**src/rtl/grant_pkg.sv**
```systemverilog
// Shared types and defaults for the grant scheduler: FSM encoding, hold limit, round-robin pick.
// Latency: n/a (declarations and a purely combinational helper function).
// Backpressure: n/a.
package grant_pkg;

    localparam int DEFAULT_MAX_HOLD = 16;
    localparam int NUM_REQ          = 8;

    typedef enum logic [1:0] {
        ST_IDLE    = 2'd0,
        ST_GRANT   = 2'd1,
        ST_RELEASE = 2'd2
    } state_t;

    typedef struct packed {
        logic       found;
        logic [2:0] id;
    } pick_t;

    // Round-robin search starting at ptr. The loop walks offsets from the far
    // end toward ptr so the closest requester (smallest offset) is written last
    // and therefore wins.
    function automatic pick_t rr_pick(input logic [7:0] req, input logic [2:0] ptr);
        pick_t      p;
        logic [2:0] idx;
        p.found = 1'b0;
        p.id    = 3'd0;
        for (int k = NUM_REQ - 1; k >= 0; k--) begin
            idx = ptr + 3'(k);
            if (req[idx]) begin
                p.found = 1'b1;
                p.id    = idx;
            end
        end
        return p;
    endfunction

endpackage

```
**src/rtl/grant_decoder.sv**
```systemverilog
// 3-to-8 one-hot decoder with enable; output is all-zero when en is low.
// Latency: combinational, zero cycles.
// Backpressure: none.
// Ports: sel [2:0] index to decode, en gate, onehot [7:0] decoded vector.
module grant_decoder (
    input  logic [2:0] sel,
    input  logic       en,
    output logic [7:0] onehot
);

    always_comb begin
        onehot = 8'd0;
        if (en) begin
            onehot[sel] = 1'b1;
        end
    end

endmodule

```
**src/rtl/grant_scheduler.sv**
```systemverilog
// 8-way round-robin grant scheduler with hold timeout and a one-cycle hand-over gap.
// Latency: grant registered one clock after req is sampled; release/timeout take effect one edge later.
// Backpressure: none; requesters hold req until granted, enable low revokes/blocks grants.
// Ports: clk, reset (async, active-high), enable, req[7:0] in;
//        gnt[7:0] one-hot, gnt_valid, gnt_id[2:0], expired (timeout pulse) out.
module grant_scheduler
    import grant_pkg::*;
#(
    parameter int MAX_HOLD = DEFAULT_MAX_HOLD
) (
    input  logic       clk,
    input  logic       reset,
    input  logic       enable,
    input  logic [7:0] req,
    output logic [7:0] gnt,
    output logic       gnt_valid,
    output logic [2:0] gnt_id,
    output logic       expired
);

    localparam logic [7:0] HOLD_LAST = 8'(MAX_HOLD - 1);

    state_t     state_q, state_d;
    logic [2:0] ptr_q, ptr_d;
    logic [7:0] hcnt_q, hcnt_d;
    logic [2:0] gnt_id_q, gnt_id_d;
    logic       gnt_valid_q, gnt_valid_d;
    logic       expired_q, expired_d;

    pick_t      pick;
    logic       others_pending;
    logic       hold_done;

    assign pick           = rr_pick(req, ptr_q);
    // gnt is decoded from registered state, so masking with it removes only the current holder.
    assign others_pending = |(req & ~gnt);
    assign hold_done      = (hcnt_q == HOLD_LAST);

    always_comb begin
        state_d     = state_q;
        ptr_d       = ptr_q;
        hcnt_d      = hcnt_q;
        gnt_id_d    = gnt_id_q;
        gnt_valid_d = gnt_valid_q;
        expired_d   = 1'b0;

        case (state_q)
            ST_IDLE, ST_RELEASE: begin
                hcnt_d = 8'd0;
                if (enable && pick.found) begin
                    state_d     = ST_GRANT;
                    gnt_id_d    = pick.id;
                    gnt_valid_d = 1'b1;
                end else begin
                    state_d     = ST_IDLE;
                    gnt_id_d    = 3'd0;
                    gnt_valid_d = 1'b0;
                end
            end

            ST_GRANT: begin
                // Voluntary release and enable-drop are checked first so that a
                // release coinciding with the timeout never reports expired.
                if (!enable || !req[gnt_id_q]) begin
                    state_d     = ST_RELEASE;
                    ptr_d       = gnt_id_q + 3'd1;
                    gnt_id_d    = 3'd0;
                    gnt_valid_d = 1'b0;
                    hcnt_d      = 8'd0;
                end else if (hold_done && others_pending) begin
                    state_d     = ST_RELEASE;
                    ptr_d       = gnt_id_q + 3'd1;
                    gnt_id_d    = 3'd0;
                    gnt_valid_d = 1'b0;
                    hcnt_d      = 8'd0;
                    expired_d   = 1'b1;
                end else if (!hold_done) begin
                    hcnt_d = hcnt_q + 8'd1;
                end
            end

            default: begin
                state_d     = ST_IDLE;
                ptr_d       = 3'd0;
                hcnt_d      = 8'd0;
                gnt_id_d    = 3'd0;
                gnt_valid_d = 1'b0;
            end
        endcase
    end

    always_ff @(posedge clk or posedge reset) begin
        if (reset) begin
            state_q     <= ST_IDLE;
            ptr_q       <= 3'd0;
            hcnt_q      <= 8'd0;
            gnt_id_q    <= 3'd0;
            gnt_valid_q <= 1'b0;
            expired_q   <= 1'b0;
        end else begin
            state_q     <= state_d;
            ptr_q       <= ptr_d;
            hcnt_q      <= hcnt_d;
            gnt_id_q    <= gnt_id_d;
            gnt_valid_q <= gnt_valid_d;
            expired_q   <= expired_d;
        end
    end

    grant_decoder u_decoder (
        .sel    (gnt_id_q),
        .en     (gnt_valid_q),
        .onehot (gnt)
    );

    assign gnt_valid = gnt_valid_q;
    assign gnt_id    = gnt_id_q;
    assign expired   = expired_q;

endmodule

```
**config.mk**
```make
export PLATFORM = sky130hd
export DESIGN_NAME = grant_scheduler
export DESIGN_NICKNAME = d
export VERILOG_FILES = /design/src/rtl/grant_pkg.sv /design/src/rtl/grant_decoder.sv /design/src/rtl/grant_scheduler.sv
export SDC_FILE = /design/constraint.sdc
export NUM_CORES = 1
export LEC_CHECK = 0
export ABC_AREA = 1
export ABC_CLOCK_PERIOD_IN_PS = 2200
export CORE_UTILIZATION = 51
export CTS_BUF_LIST = sky130_fd_sc_hd__clkbuf_2 sky130_fd_sc_hd__clkbuf_4 sky130_fd_sc_hd__clkbuf_8
export DETAILED_ROUTE_END_ITERATION = 16
export PLACE_DENSITY_LB_ADDON = 0.25
export SLEW_MARGIN = 30
export SYNTH_ARGS = -nofsm -noshare
export SYNTH_HDL_FRONTEND = slang
export SYNTH_HIERARCHICAL = 1
export SYNTH_SLANG_ARGS = --single-unit
```
**constraint.sdc**
```tcl
create_clock -name clk -period 2.2 [get_ports clk]
set_input_delay 0.66 -clock clk [delete_from_list [all_inputs] [get_ports clk]]
set_output_delay 0.66 -clock clk [all_outputs]
set_load 0.03 [all_outputs]
```
==> impl_metrics.yaml <==
detailed_routing:
  wl_per_cell_um: 12.2
  drtAntennaViolNets: 0
  drt_iter0_markers: 135
  viasPerCell: 5.14
  first_pass_iters: 4
  remaining_drc_errors: 0
  drt-total-wl_um: 4450
  vias: 1871
setup_path:
  cp_num_buf_inv: 3
  rrSetupSlack_ns: 0.10
  cpMaxStageDelayCell: "clkdlybuf4s50_1"
  cp-start-kind: "input pin"
  end_kind: "flip-flop"
  path_delay_family: "simple AND/OR/NAND/NOR gates"
  r2r-start: "ptr_q[0]"
  required_ns: 2.37
  cp-startpoint: "req[1]"
  crit_fanout: 4
  cp_common_cell: "nand2_2"
  rr_endpoint: "gnt_id[0]"
  worstRegToRegCells: 14
  worstPathCellList: "clkdlybuf4s50_1 -> buf_4 -> nand2_2 -> nand3_2 -> and2_4 -> nand2_4 -> nand2_2 -> nor2_1 -> nand4_1 -> nand3b_4 -> inv_1 -> nand2_1 -> o21ai_1"
  cp.depth: 13
  crit_arrival_ns: 2.32
  cpPeakStageDelay_ns: 0.42
  critPathKind: "in -> reg"
yosys:
  ys_seq_elements: 18
  synth-xor-area-share: 0.0200
  synth_warnings: 6
  post_synth.cell_area_avg_um2: 6.50
  synth_cell_type_count: 30
  synthSimpleGateAreaFrac: 0.478
  synthAdderAreaFrac: 0.0286
  synth_top_family_by_area: "simple AND/OR/NAND/NOR gates"
  syn_inst: 269
  muxShareOfSynthArea: 0
  netlist_area_um2: 1750
  yosysSeqAreaShare: 0.258
  syn-num-nets: 284
  synth_compound_area_frac: 0.0930
place:
  dp_hpwl_um: 3570
  place_area_um2: 2190
  routabilityCongestion: 0.907
  portBuffers: 23
floorplan:
  ios: 24
  start_util: 0.555
  num_rows: 20
  dieArea_um2: 3670
  core_um2: 3150
  die_h_um: 60.6
  die_x_um: 60.6
sta:
  setup-tns-final_ns: 0
  fmax_mhz: 466
  maxSlewHeadroom: 0.748
  worst_pin_slew_ns: 0.375
  period_share: 0.976
  finalSetupViolCount: 0
  finalHoldViolCount: 0
  rsz0062_at_grt: "true"
  period_needed_ns: 2.15
  slew_viol_final: 0
  hold_slack_ns: 0.552
  fin_worst_skew_ns: 0.0111
clock_tree:
  cts_tree: "done"
  cts.path.max_buffers: 2
  cts_buffers: 3
  path_clk_slew_ns: 0.10
  clock-root-buffer: "clkbuf_4"
  cts_hold_buf: 0
  htreeDepth: 1
  clock_sinks: 18
  clk_latency_ns: 0.29
finish:
  multi_input_area_um2: 1110
  fillers: 291
  final_area_um2: 2270
  finalNetCount: 336
  drive_above_1_share: 0.263
  area_growth_pct: 29.6
  seq_area_um2: 450
  diodes: 0
grt:
  grt_max_degree: 19
  grt_pass1_vias: 1570
  grt_use_total: 0.257
  grtUsageMet3: 0.0384
  grtUsageMet2: 0.449
  globalRoute.totalOverflow: 0
  antenna_found_initial: 0
  grt_pass1_wl_um: 6960
  use_met1: 0.346
  busiest_layer: "met2"
outcome:
  outcome: "finished, final reports clean"
power_and_ir_drop:
  power_mw: 3.10
  ir_worst_vdd_v: 0.000599
  power_leakage_nw: 1.23
  cellPowerDensity_nw_per_um2: 1370
min_path:
  whs_endpoint: "hcnt_q[4]"
  hold_depth: 2
  hold_class: "reg -> reg"
  hold_start: "hcnt_q[4]"
flow_run:
  drv_cap: 0
-- layout by cell type (no fill, tap or decap), drive strengths merged --
cell,n
a21oi,10
a31oi,2
and2,1
buf,35
clkbuf,4
clkdlybuf4s50,7
dfrtp,18
dlygate4sd2,5
dlymetal6s2s,6
ha,4
inv,41
nand2,88
nand3,37
nand3b,3
nand4,4
nor2,30
nor3,1
nor4,2
o211ai,1
o21ai,11
o22ai,6
xnor2,2
xor2,2
-- power breakdown --
part | internal, mW | leakage, nW | switching [mW]
clock | 0.101 | 0.0210 | 0.0954
sequential | 0.394 | 0.242 | 0.0659
combinational | 0.948 | 0.964 | 1.49
total | 1.44 | 1.23 | 1.65
-- worst min-delay path, stage by stage, from the launching register on --
cell and delay, ns:
dfrtp_1 0.39, o21ai_0 0.07, a21oi_1 0.06
-- through the flow --
| stage | setup slack (ns) | utilization | instances |
|---|---|---|---|
| detailed placement | -0.255 | 0.695 | 359 |
| CTS | 0.0170 | 0.704 | 363 |
| global placement | -0.213 | 0.695 | 359 |
| floorplan | 0.00654 | - | 269 |
| global route | -0.0336 | 0.719 | 364 |
| finish | 0.0539 | 0.719 | 364 |
-- area by class of cell --
type / instances / area share
inverters: 41 / 0.0701
flip-flops and latches: 18 / 0.199
well taps: 44 / 0.0243
repair buffers: 53 / 0.199
clock buffers: 4 / 0.0160
multi-input cells: 204 / 0.492
-- logic make-up (layout without fill, tap and decap cells) --
family | Yosys count | in the layout
xor gates and xnor gates | 4 | 4
adders and majority gates | 4 | 4
DFF | 18 | 18
buffers and inverters | 47 | 98
AOI/OAI and AO/OA | 30 | 30
and+or+nand+nor | 166 | 166
-- synth_stat cells --
| master | instances | area share |
|---|---|---|
| o21ai_1 | 5 | 0.014 |
| nand3b_1 | 2 | 0.0086 |
| nand3b_2 | 1 | 0.0064 |
| a21oi_1 | 10 | 0.029 |
| ha_1 | 4 | 0.029 |
| xor2_1 | 2 | 0.010 |
| nand3_1 | 24 | 0.069 |
| nor2_2 | 2 | 0.0072 |
| xnor2_1 | 2 | 0.010 |
| o21ai_0 | 6 | 0.017 |
| nand4_1 | 4 | 0.014 |
| nor4_1 | 2 | 0.0072 |
| nand3_2 | 13 | 0.074 |
| o22ai_1 | 6 | 0.021 |
| a31oi_1 | 2 | 0.0072 |
| inv_1 | 33 | 0.071 |
| inv_4 | 2 | 0.0072 |
| nand2_4 | 6 | 0.039 |
| nand2_1 | 76 | 0.16 |
| dfrtp_1 | 18 | 0.26 |
| inv_2 | 6 | 0.013 |
| buf_6 | 1 | 0.0064 |
| nor3_1 | 1 | 0.0029 |
| o211ai_1 | 1 | 0.0043 |
| nor2_1 | 28 | 0.060 |
| buf_12 | 1 | 0.011 |
| and2_4 | 1 | 0.0050 |
| buf_4 | 2 | 0.0086 |
| nand2_2 | 6 | 0.021 |
| buf_2 | 2 | 0.0057 |
-- flip-flops by register name, indices dropped and copies added, names as in the netlist --
name / flops
state_q: 2
ptr_q: 3
hcnt_q: 8
gnt_id: 3
expired: 1
gnt_valid: 1
-- worst max-delay path by stage --
| stage | end | slack, ns |
|---|---|---|
| after floorplan | hcnt_q[1] | 0.007 |
| after global placement | gnt_id[0] | -0.21 |
| after detailed placement | gnt_id[0] | -0.25 |
| after CTS | gnt_id[0] | 0.02 |
| after global routing | gnt_id[2] | -0.03 |
| final | gnt_id[0] | 0.05 |
-- timing repair --
| item | 4_1_cts | 5_1_grt |
|---|---|---|
| buffers inserted | 0 | 1 |
| gates resized for setup | 5 | 13 |
| pin swaps | 0 | 2 |
| hold endpoints to repair | 0 | 0 |
| endpoints found under the setup margin | 5 | 7 |
-- routing by layer --
metal,routed length (µm),vias to the layer above
li1,-,971
met1,2030,849
met2,2180,47
met3,211,4
met4,26,0
met5,0,-
No activity file was read; power rests on OpenSTA's default activity.
